$ cat src/rtl/fetch_unit.sv
// Instruction fetch stage: owns the PC, fetches over req/ack,
// feeds the IR with a one-entry skid buffer and redirect kill.
module fetch_unit #(
  parameter logic [31:0] RESET_PC = 32'h0000_0000,
  parameter logic [31:0] PC_STEP  = 32'd4
) (
  input  logic        clk,
  input  logic        rst,
  output logic        mem_req,
  output logic [31:0] mem_addr,
  input  logic        mem_ack,
  input  logic [31:0] mem_rdata,
  input  logic        stall,
  input  logic        redirect,
  input  logic [31:0] redirect_pc,
  output logic [31:0] ir_d,
  output logic        ir_wena,
  output logic [31:0] pc
);

  typedef enum logic [1:0] {
    IDLE = 2'd0,
    REQ  = 2'd1,
    HOLD = 2'd2
  } state_e;

  state_e      state_q, state_d;
  logic [31:0] fetch_pc_q, fetch_pc_d;
  logic        kill_q, kill_d;
  logic [31:0] kill_pc_q, kill_pc_d;
  logic [31:0] buf_q, buf_d;
  logic [31:0] buf_pc_q, buf_pc_d;
  logic [31:0] ir_d_q, ir_d_d;
  logic        ir_wena_q, ir_wena_d;
  logic [31:0] pc_q, pc_d;
  logic [31:0] pc_next;

  assign pc_next  = fetch_pc_q + PC_STEP;
  assign mem_req  = (state_q == REQ);
  assign mem_addr = fetch_pc_q;
  assign ir_d     = ir_d_q;
  assign ir_wena  = ir_wena_q;
  assign pc       = pc_q;

  always_ff @(posedge clk) begin
    if (rst) begin
      state_q    <= IDLE;
      fetch_pc_q <= RESET_PC;
      kill_q     <= 1'b0;
      kill_pc_q  <= '0;
      buf_q      <= '0;
      buf_pc_q   <= '0;
      ir_d_q     <= '0;
      ir_wena_q  <= 1'b0;
      pc_q       <= RESET_PC;
    end else begin
      state_q    <= state_d;
      fetch_pc_q <= fetch_pc_d;
      kill_q     <= kill_d;
      kill_pc_q  <= kill_pc_d;
      buf_q      <= buf_d;
      buf_pc_q   <= buf_pc_d;
      ir_d_q     <= ir_d_d;
      ir_wena_q  <= ir_wena_d;
      pc_q       <= pc_d;
    end
  end

  always_comb begin
    state_d    = state_q;
    fetch_pc_d = fetch_pc_q;
    kill_d     = kill_q;
    kill_pc_d  = kill_pc_q;
    buf_d      = buf_q;
    buf_pc_d   = buf_pc_q;
    ir_d_d     = ir_d_q;
    ir_wena_d  = 1'b0;
    pc_d       = pc_q;
    unique case (state_q)
      IDLE: begin
        state_d = REQ;
        if (redirect) begin
          fetch_pc_d = redirect_pc;
        end
      end
      REQ: begin
        if (!mem_ack) begin
          // Address must stay put until ack; remember the target instead.
          if (redirect) begin
            kill_d    = 1'b1;
            kill_pc_d = redirect_pc;
          end
        end else if (redirect || kill_q) begin
          fetch_pc_d = redirect ? redirect_pc : kill_pc_q;
          kill_d     = 1'b0;
        end else if (!stall) begin
          ir_d_d     = mem_rdata;
          pc_d       = fetch_pc_q;
          ir_wena_d  = 1'b1;
          fetch_pc_d = pc_next;
        end else begin
          buf_d      = mem_rdata;
          buf_pc_d   = fetch_pc_q;
          fetch_pc_d = pc_next;
          state_d    = HOLD;
        end
      end
      HOLD: begin
        if (redirect) begin
          fetch_pc_d = redirect_pc;
          state_d    = REQ;
        end else if (!stall) begin
          ir_d_d    = buf_q;
          pc_d      = buf_pc_q;
          ir_wena_d = 1'b1;
          state_d   = REQ;
        end
      end
      default: begin
        state_d = IDLE;
      end
    endcase
  end

endmodule

$ cat config.mk
export PLATFORM = sky130hd
export DESIGN_NAME = fetch_unit
export DESIGN_NICKNAME = d
export VERILOG_FILES = /design/src/rtl/fetch_unit.sv
export SDC_FILE = /design/constraint.sdc
export NUM_CORES = 1
export LEC_CHECK = 0
export CAP_MARGIN = 20
export CORE_ASPECT_RATIO = 0.8
export CORE_MARGIN = 2
export CORE_UTILIZATION = 31
export DETAILED_ROUTE_END_ITERATION = 10
export REMOVE_ABC_BUFFERS = 1
export SYNTH_ARGS = -nofsm -noshare
export SYNTH_HDL_FRONTEND = slang
export SYNTH_SLANG_ARGS = --single-unit
$ cat constraint.sdc
create_clock -name clk -period 3 [get_ports clk]
set_input_delay 0.3 -clock clk [delete_from_list [all_inputs] [get_ports clk]]
set_output_delay 0.3 -clock clk [all_outputs]
set_load 0.005 [all_outputs]
==> results by group, run 1 <==
Synth
  – Seq/Total Area, Yosys: between 40 and 50%
  – Seq cells post-synth: 196
  – Post-Synth Adder-Cell Area: 0.706%
  – Syn Std Cell Area: approximately 8900 µm²
  – Netlist cell types: 57
  – Largest family of logic cells by synthesized area: simple AND/OR/NAND/NOR gates
  – Post-Syn Area per Cell: 8.04 µm²
  – Multiplexer share of the synthesized area: 7.59%
  – Post-synthesis async set-or-reset flop share: 0%
  – Post-synthesis compound-gate area fraction: 19.4%
  – Synthesis Warnings: 0
  – Ys flop type: dfxtp_1
  – Synth Area in Simple Gates: 22.3%
  – Xor-xnor portion of the synthesized cell area: less than 1%
  – Number of synthesized flops with an enable pin: 0
  – Post-synthesis instance total: 1102

Pwr
  – Lkg Pwr: 0.00369 µW
  – Internal: ~4500 µW
  – Logic pwr share: 17.2%
  – Total power: 6430 µW
  – Clock share of power: 37.5%
  – Sequential share of power: 45.3%
  – Switching power: 1890 µW
  – Max rail drop VDD: 0.000401 V
  – Switching share of power: 29.3%
  – PD cells: 561 nW/µm²

Final layout
  – Final Cell Area: about 11000 µm²
  – N_diodes: 0
  – NumNets Final: 1296
  – Sequential Area: 3920 µm²
  – Layout cells sized above 1: 6.48%
  – Area grow syn2layout: 29.6%
  – Fillers: 2847
  – Multi-input logic area: 4530 µm²

Run status
  – Status: completed

Timing
  – Final setup viols: 0
  – Fmax: 0.404 GHz
  – Max Clock Skew: 20.4 ps
  – Tcrit/Tclk final: ~82%
  – Final Max Tran Viols: 0
  – RSZ-0062 raised after global routing: no
  – Max-slew headroom: between 40% and 50%
  – Period minus WS final: 2470 ps
  – Endpoints failing hold: 0
  – Worst Tran Pin Value: 817 ps
  – Setup_tns: 0 ps

Setup path
  – CP startpoint: state_q[0]
  – R2r setup slk: 530 ps
  – Worst Setup End Kind: flop
  – Worst setup SP type: flop
  – Arr. time, crit path: 2860 ps
  – Setup CP Type: reg -> reg
  – Critical path required time: about 3400 ps
  – R2R Path Start: state_q[0]
  – Crit-path max FO: 16

Die
  – Die Area: 29900 µm²
  – # IOs: about 170
  – Row cnt: 55
  – Core area: 28200 µm²
  – Die height: 155 µm
  – Die Width: 193 µm
  – Initial core utilization: a little under a third

Placement
  – Post-DP HPWL: 17200 µm
  – DP Area: 10900 µm²
  – Port bufs: 166
  – RePlAce Congestion: roughly 0.84

GRT
  – Initial antenna violation count: 0
  – Largest net degree at the start of global routing: 73
  – Vias in the first global route: 7723
  – First-pass GRT wire length: 41300 µm
  – Total gr overflow: 0
  – All-Layer GR Usage: around 17%

Clocking
  – CTS max path bufs: 2
  – Clk Latency, worst-skew pair: between 400 and 500 ps
  – CTS tree: built
  – Root Buffer Master: clkbuf_16
  – Clock sinks: 196
  – Clock-pin slew on the worst setup and hold paths: 80 ps
  – Cts repair resizes: 0
  – Hold buffer count at CTS: 0
  – H-tree level count: 4
  – CTS buffer count: 17
  – Postcts setup bufs: 0

Route
  – Total number of vias: 8116
  – DRT iter0 DRCs: 491
  – Post-Route WL: 25700 µm
  – Wire per inst: between 15 and 20 µm
  – ANT nets after route: 0
  – DR vias/cell: 5.06
  – DRC: 0
  – Pre-Repair DR Iteration Count: 5

Hold path
  – Hold WC Path Type: in -> reg
  – Hold path startpoint: rst

Job
  – MaxCap Viol Count: 0
## per-stage QoR
step / utilization, % / worst slack, ps / instances / hold WS (ps)
after floorplan: - / -2540 / 1006 / 369
after global placement: 38.5 / 586 / 1573 / 437
after detailed placement: 38.5 / 563 / 1573 / 442
after CTS: 40.7 / 550 / 1605 / 262
after global routing: 40.7 / 351 / 1605 / 279
final: 40.7 / 526 / 1605 / 280
## sequential cells by signal (all words and copies together) (netlist names)
signal / flops
buf_q: 32
ir_d: 32
mem_addr: 32
state_q: 2
kill_q: 1
buf_pc_q: 32
kill_pc_q: 32
ir_wena: 1
pc: 32
## synthesized netlist by cell type (all sizes together), types with 5 or more instances
library cell	instances	area, µm²
nor3	19	111
a21oi	136	681
nor2b	12	75.1
mux2i	66	661
nand3	28	145
nand2	242	908
clkbuf	61	230
inv	8	30.0
ha	5	62.6
nor2	91	342
a211oi	75	563
nand4	13	103
buf	35	176
and3	5	31.3
or3	5	31.3
a31oi	9	56.3
dfxtp	196	3920
o21ai	33	165
## cells in the final DEF, fill, tap and decap left out, drive strengths merged, types with 5 or more instances in the layout
master / n
mux2i: 66
nor3: 19
buf: 32
a31oi: 9
clkdlybuf4s50: 165
ha: 5
a21oi: 136
nor2b: 12
or3: 5
nand3: 28
clkinv: 5
nand2: 242
inv: 14
dfxtp: 196
nor2: 91
and3: 5
clkbuf: 18
a211oi: 75
nand4: 13
o21ai: 33
## per-layer routing
layer	track usage (%)	share of wire, %	vias up
met4	4.15	1.1	0
met3	4.24	6.5	18
met5	0	0	-
met2	27.5	44	216
met1	23.8	48	3793
li1	-	-	4089
## cell families after synthesis
group                    count (synthesis)
AO/OA/AOI/OAI                          283
XOR/XNOR                                 7
adder cells (fa/ha/maj)                  5
buffers and inverters                  104
flip-flops                             196
multiplexers                            67
AND/OR/NAND/NOR                        440
## critical path, cell delays in order (launching register included)
cell and delay [ps]:
dfxtp_1 440, inv_1 120, ha_4 190, buf_4 220, or2_2 500, nor2_1 260, nand2_1 110, o311ai_0 390
a32o_1 180
## path summary, 6_finish.rpt
| check | to | depth (start not counted) |
|---|---|---|
| setup reg to reg | mem_addr[13] | 8 |
| hold / removal | mem_addr[22] | 2 |
| setup / recovery | mem_addr[13] | 8 |
| hold reg to reg | buf_pc_q[12] | 2 |
## cell type report
class	count	area share, %
Sequential cell	196	34.2
Timing Repair Buffer	197	16.7
Tap cell	370	4.03
Clock buffer	18	3.83
Inverter	8	0.262
Clock inverter	14	1.46
Multi-Input combinational cell	802	39.5
## power by group through the flow
stage / combinational (µW) / clock (µW) / sequential, µW
final: 1110 / 2410 / 2920
after floorplan: 504 / 0 / 2950
after detailed placement: 1110 / 0 / 2980
after global placement: 1100 / 0 / 2970
after CTS: 1110 / 2490 / 2920
after global routing: 1230 / 2590 / 2940
(Power assumes the default switching activity.)
==> run 2, diff against run 1 <==
==> constraint.sdc (replaced) <==
create_clock -name clk -period 2.35 [get_ports clk]
set_input_delay 0.235 -clock clk [delete_from_list [all_inputs] [get_ports clk]]
set_output_delay 0.235 -clock clk [all_outputs]
set_load 0.005 [all_outputs]
==> results by group, run 2 (synthesis results as in run 1) <==
GRT
  – Total gr overflow: 0 (unchanged)
  – Vias in the first global route: 7705 (was 7723)
  – Initial antenna violation count: 0 (unchanged)
  – All-Layer GR Usage: 17.6% (was 17.4%)
  – First-pass GRT wire length: 41500 µm (was 41300 µm)
  – Largest net degree at the start of global routing: 77 (was 73)

Die
  – Row cnt: 55 (unchanged)
  – Die Width: 193 µm (unchanged)
  – Core area: 28200 µm² (unchanged)
  – # IOs: 167 (unchanged)
  – Die height: 155 µm (unchanged)
  – Die Area: 29900 µm² (unchanged)
  – Initial core utilization: 31.4% (unchanged)

Setup path
  – Worst Setup End Kind: flop (unchanged)
  – R2R Path Start: state_q[0] (unchanged)
  – Crit-path max FO: 7 (was 16)
  – R2R Path End: mem_addr[28] (was mem_addr[13])
  – R2r setup slk: 160 ps (was 530 ps)
  – Reg2Reg Depth: 8 (unchanged)
  – Setup CP Type: reg -> reg (unchanged)
  – Slowest stage cell on the critical path: or4_1 (was or2_2)
  – Arr. time, crit path: 2560 ps (was 2860 ps)
  – Largest stage delay, worst path: 520 ps (was 500 ps)
  – Critical Path, Cell by Cell: inv_1, ha_1, or4_1, buf_4, nor2_1, nand4_1, a31o_1, a21oi_1 (was inv_1, ha_4, buf_4, or2_2, nor2_1, nand2_1, o311ai_0, a32o_1)
  – Worst setup SP type: flop (unchanged)
  – Critical path required time: 2720 ps (was 3380 ps)

Pwr
  – Max rail drop VDD: 0.000502 V (was 0.000401 V)
  – Lkg Pwr: 0.00379 µW (was 0.00369 µW)
  – Total power: 8160 µW (was 6430 µW)
  – PD cells: 700 nW/µm² (was 561 nW/µm²)

Clocking
  – CTS tree: built (unchanged)
  – Root Buffer Master: clkbuf_16 (unchanged)
  – Clk Latency, worst-skew pair: 440 ps (was 450 ps)
  – Clock-pin slew on the worst setup and hold paths: 80 ps (about the same)
  – CTS buffer count: 17 (unchanged)
  – H-tree level count: 4 (unchanged)
  – Clock sinks: 196 (unchanged)
  – CTS max path bufs: 2 (unchanged)

Route
  – DR vias/cell: 4.98 (was 5.06)
  – Total number of vias: 8097 (was 8116)
  – Top Layer Used: met4 (unchanged)
  – DRC: 0 (unchanged)
  – ANT nets after route: 0 (unchanged)
  – DRT iter0 DRCs: 393 (was 491)
  – Wl on met1: 12700 µm (was 12400 µm)
  – Post-Route WL: 26100 µm (was 25700 µm)
  – Wire per inst: 16.0 µm (about the same)
  – Routed wl met2: 11600 µm (was 11400 µm)
  – Pre-Repair DR Iteration Count: 5 (unchanged)
  – Met3 WL: 1530 µm (was 1660 µm)

Final layout
  – Final Core Density: 41.3% (was 40.7%)
  – Multi-input logic area: 4530 µm² (unchanged)
  – Commonest non-fill, non-tap cell in the layout: nand2_1 (unchanged)
  – Area grow syn2layout: 31.5% (was 29.6%)
  – Sequential Area: 3920 µm² (unchanged)
  – NumNets Final: 1317 (was 1296)
  – Finished Layout Cells: 1625 (was 1605)
  – Fillers: 2878 (was 2847)
  – Layout cells sized above 1: 7.97% (was 6.48%)
  – Most frequent cells in the layout: 242 x nand2_1, 196 x dfxtp_1, 165 x clkdlybuf4s50_1, 135 x a21oi_1, 90 x nor2_1 (unchanged)
  – N_diodes: 0 (unchanged)

Timing
  – Final setup viols: 0 (unchanged)
  – Period minus WS final: 2190 ps (was 2470 ps)
  – Max-slew headroom: 49.6% (was 45.1%)
  – Setup_tns: 0 ps (unchanged)
  – Max Clock Skew: 16.2 ps (was 20.4 ps)
  – Endpoints failing hold: 0 (unchanged)
  – WHS: 207 ps (was 280 ps)
  – RSZ-0062 raised after global routing: no (unchanged)
  – Fmax: 0.457 GHz (was 0.404 GHz)
  – Final Max Tran Viols: 0 (unchanged)
  – Tcrit/Tclk final: 93.1% (was 82.5%)
  – Worst Tran Pin Value: 756 ps (was 817 ps)

Hold path
  – Hold Path End: buf_pc_q[1] (was mem_addr[22])
  – Hold WC Path Type: in -> reg (unchanged)
  – Hold path depth: 2 (unchanged)
  – Hold path startpoint: rst (unchanged)

Placement
  – Placed insts: 1594 (was 1573)
  – RePlAce Congestion: 0.801 (was 0.842)
  – Post-DP HPWL: 17800 µm (was 17200 µm)
  – Port bufs: 166 (unchanged)

Job
  – MaxCap Viol Count: 0 (unchanged)

Run status
  – Status: completed (unchanged)
-- run 2: power by group --
part | leakage [µW] | switching (µW) | internal, µW
combinational | 0.00192 | 830 | 744
clock | 0.000282 | 1380 | 1540
sequential | 0.00159 | 168 | 3500
total | 0.00379 | 2380 | 5780
-- run 2: timing repair --
item / 4_1_cts / 5_1_grt
endpoints found under the setup margin: 0 / 14
gates resized for setup: 0 / 1
buffers inserted: 0 / 0
hold endpoints to repair: 0 / 0
hold buffers: 0 / 0
-- run 2: metal layers --
metal	global-route usage, %	vias up
li1	-	4125
met2	27.7	202
met5	0	-
met4	3.97	0
met1	24.6	3750
met3	3.90	20
-- run 2: cell type report --
type	instances	share of cell area, %
well taps	370	3.98
inverters	8	0.258
multi-input cells	802	38.9
clock buffers	19	3.89
clock inverters	12	1.06
flip-flops and latches	196	33.7
repair buffers	218	18.2
-- run 2: critical path, delay by kind of cell (launching register included) --
family / cells / cell delay [ps]
DFF: 1 / 410
and+or+nand+nor: 3 / 710
AOI/OAI and AO/OA: 2 / 390
buffers and inverters: 2 / 340
adders and majority gates: 1 / 280
-- run 2: how the worst max path moves through the flow --
stage	startpoint	endpoint	cells past startpoint
after floorplan	state_q[0]	ir_d[0]	5
after global placement	redirect	mem_addr[7]	6
after CTS	state_q[0]	pc[28]	8
after detailed placement	state_q[0]	ir_d[16]	8
after global routing	state_q[0]	mem_addr[13]	7
final	state_q[0]	mem_addr[28]	8
-- run 2: stage by stage --
step | instance area [µm²] | worst slack, ps
3_3_place_gp | 11100 | 183
5_1_grt | 11600 | 10.1
4_1_cts | 11600 | 128
2_1_floorplan | 8450 | -3190
3_5_place_dp | 11100 | 146
6_report | 11600 | 161
==> run 3, diff against run 2 <==
--- a/config.mk
+++ b/config.mk
@@ -5,7 +5,7 @@
 export SDC_FILE = /design/constraint.sdc
 export NUM_CORES = 1
 export LEC_CHECK = 0
-export CAP_MARGIN = 20
+export CAP_MARGIN = 5
 export CORE_ASPECT_RATIO = 0.8
 export CORE_MARGIN = 2
 export CORE_UTILIZATION = 31
==> results of run 3 <==
The final DEF is identical to that of run 2; final timing and power are the same.
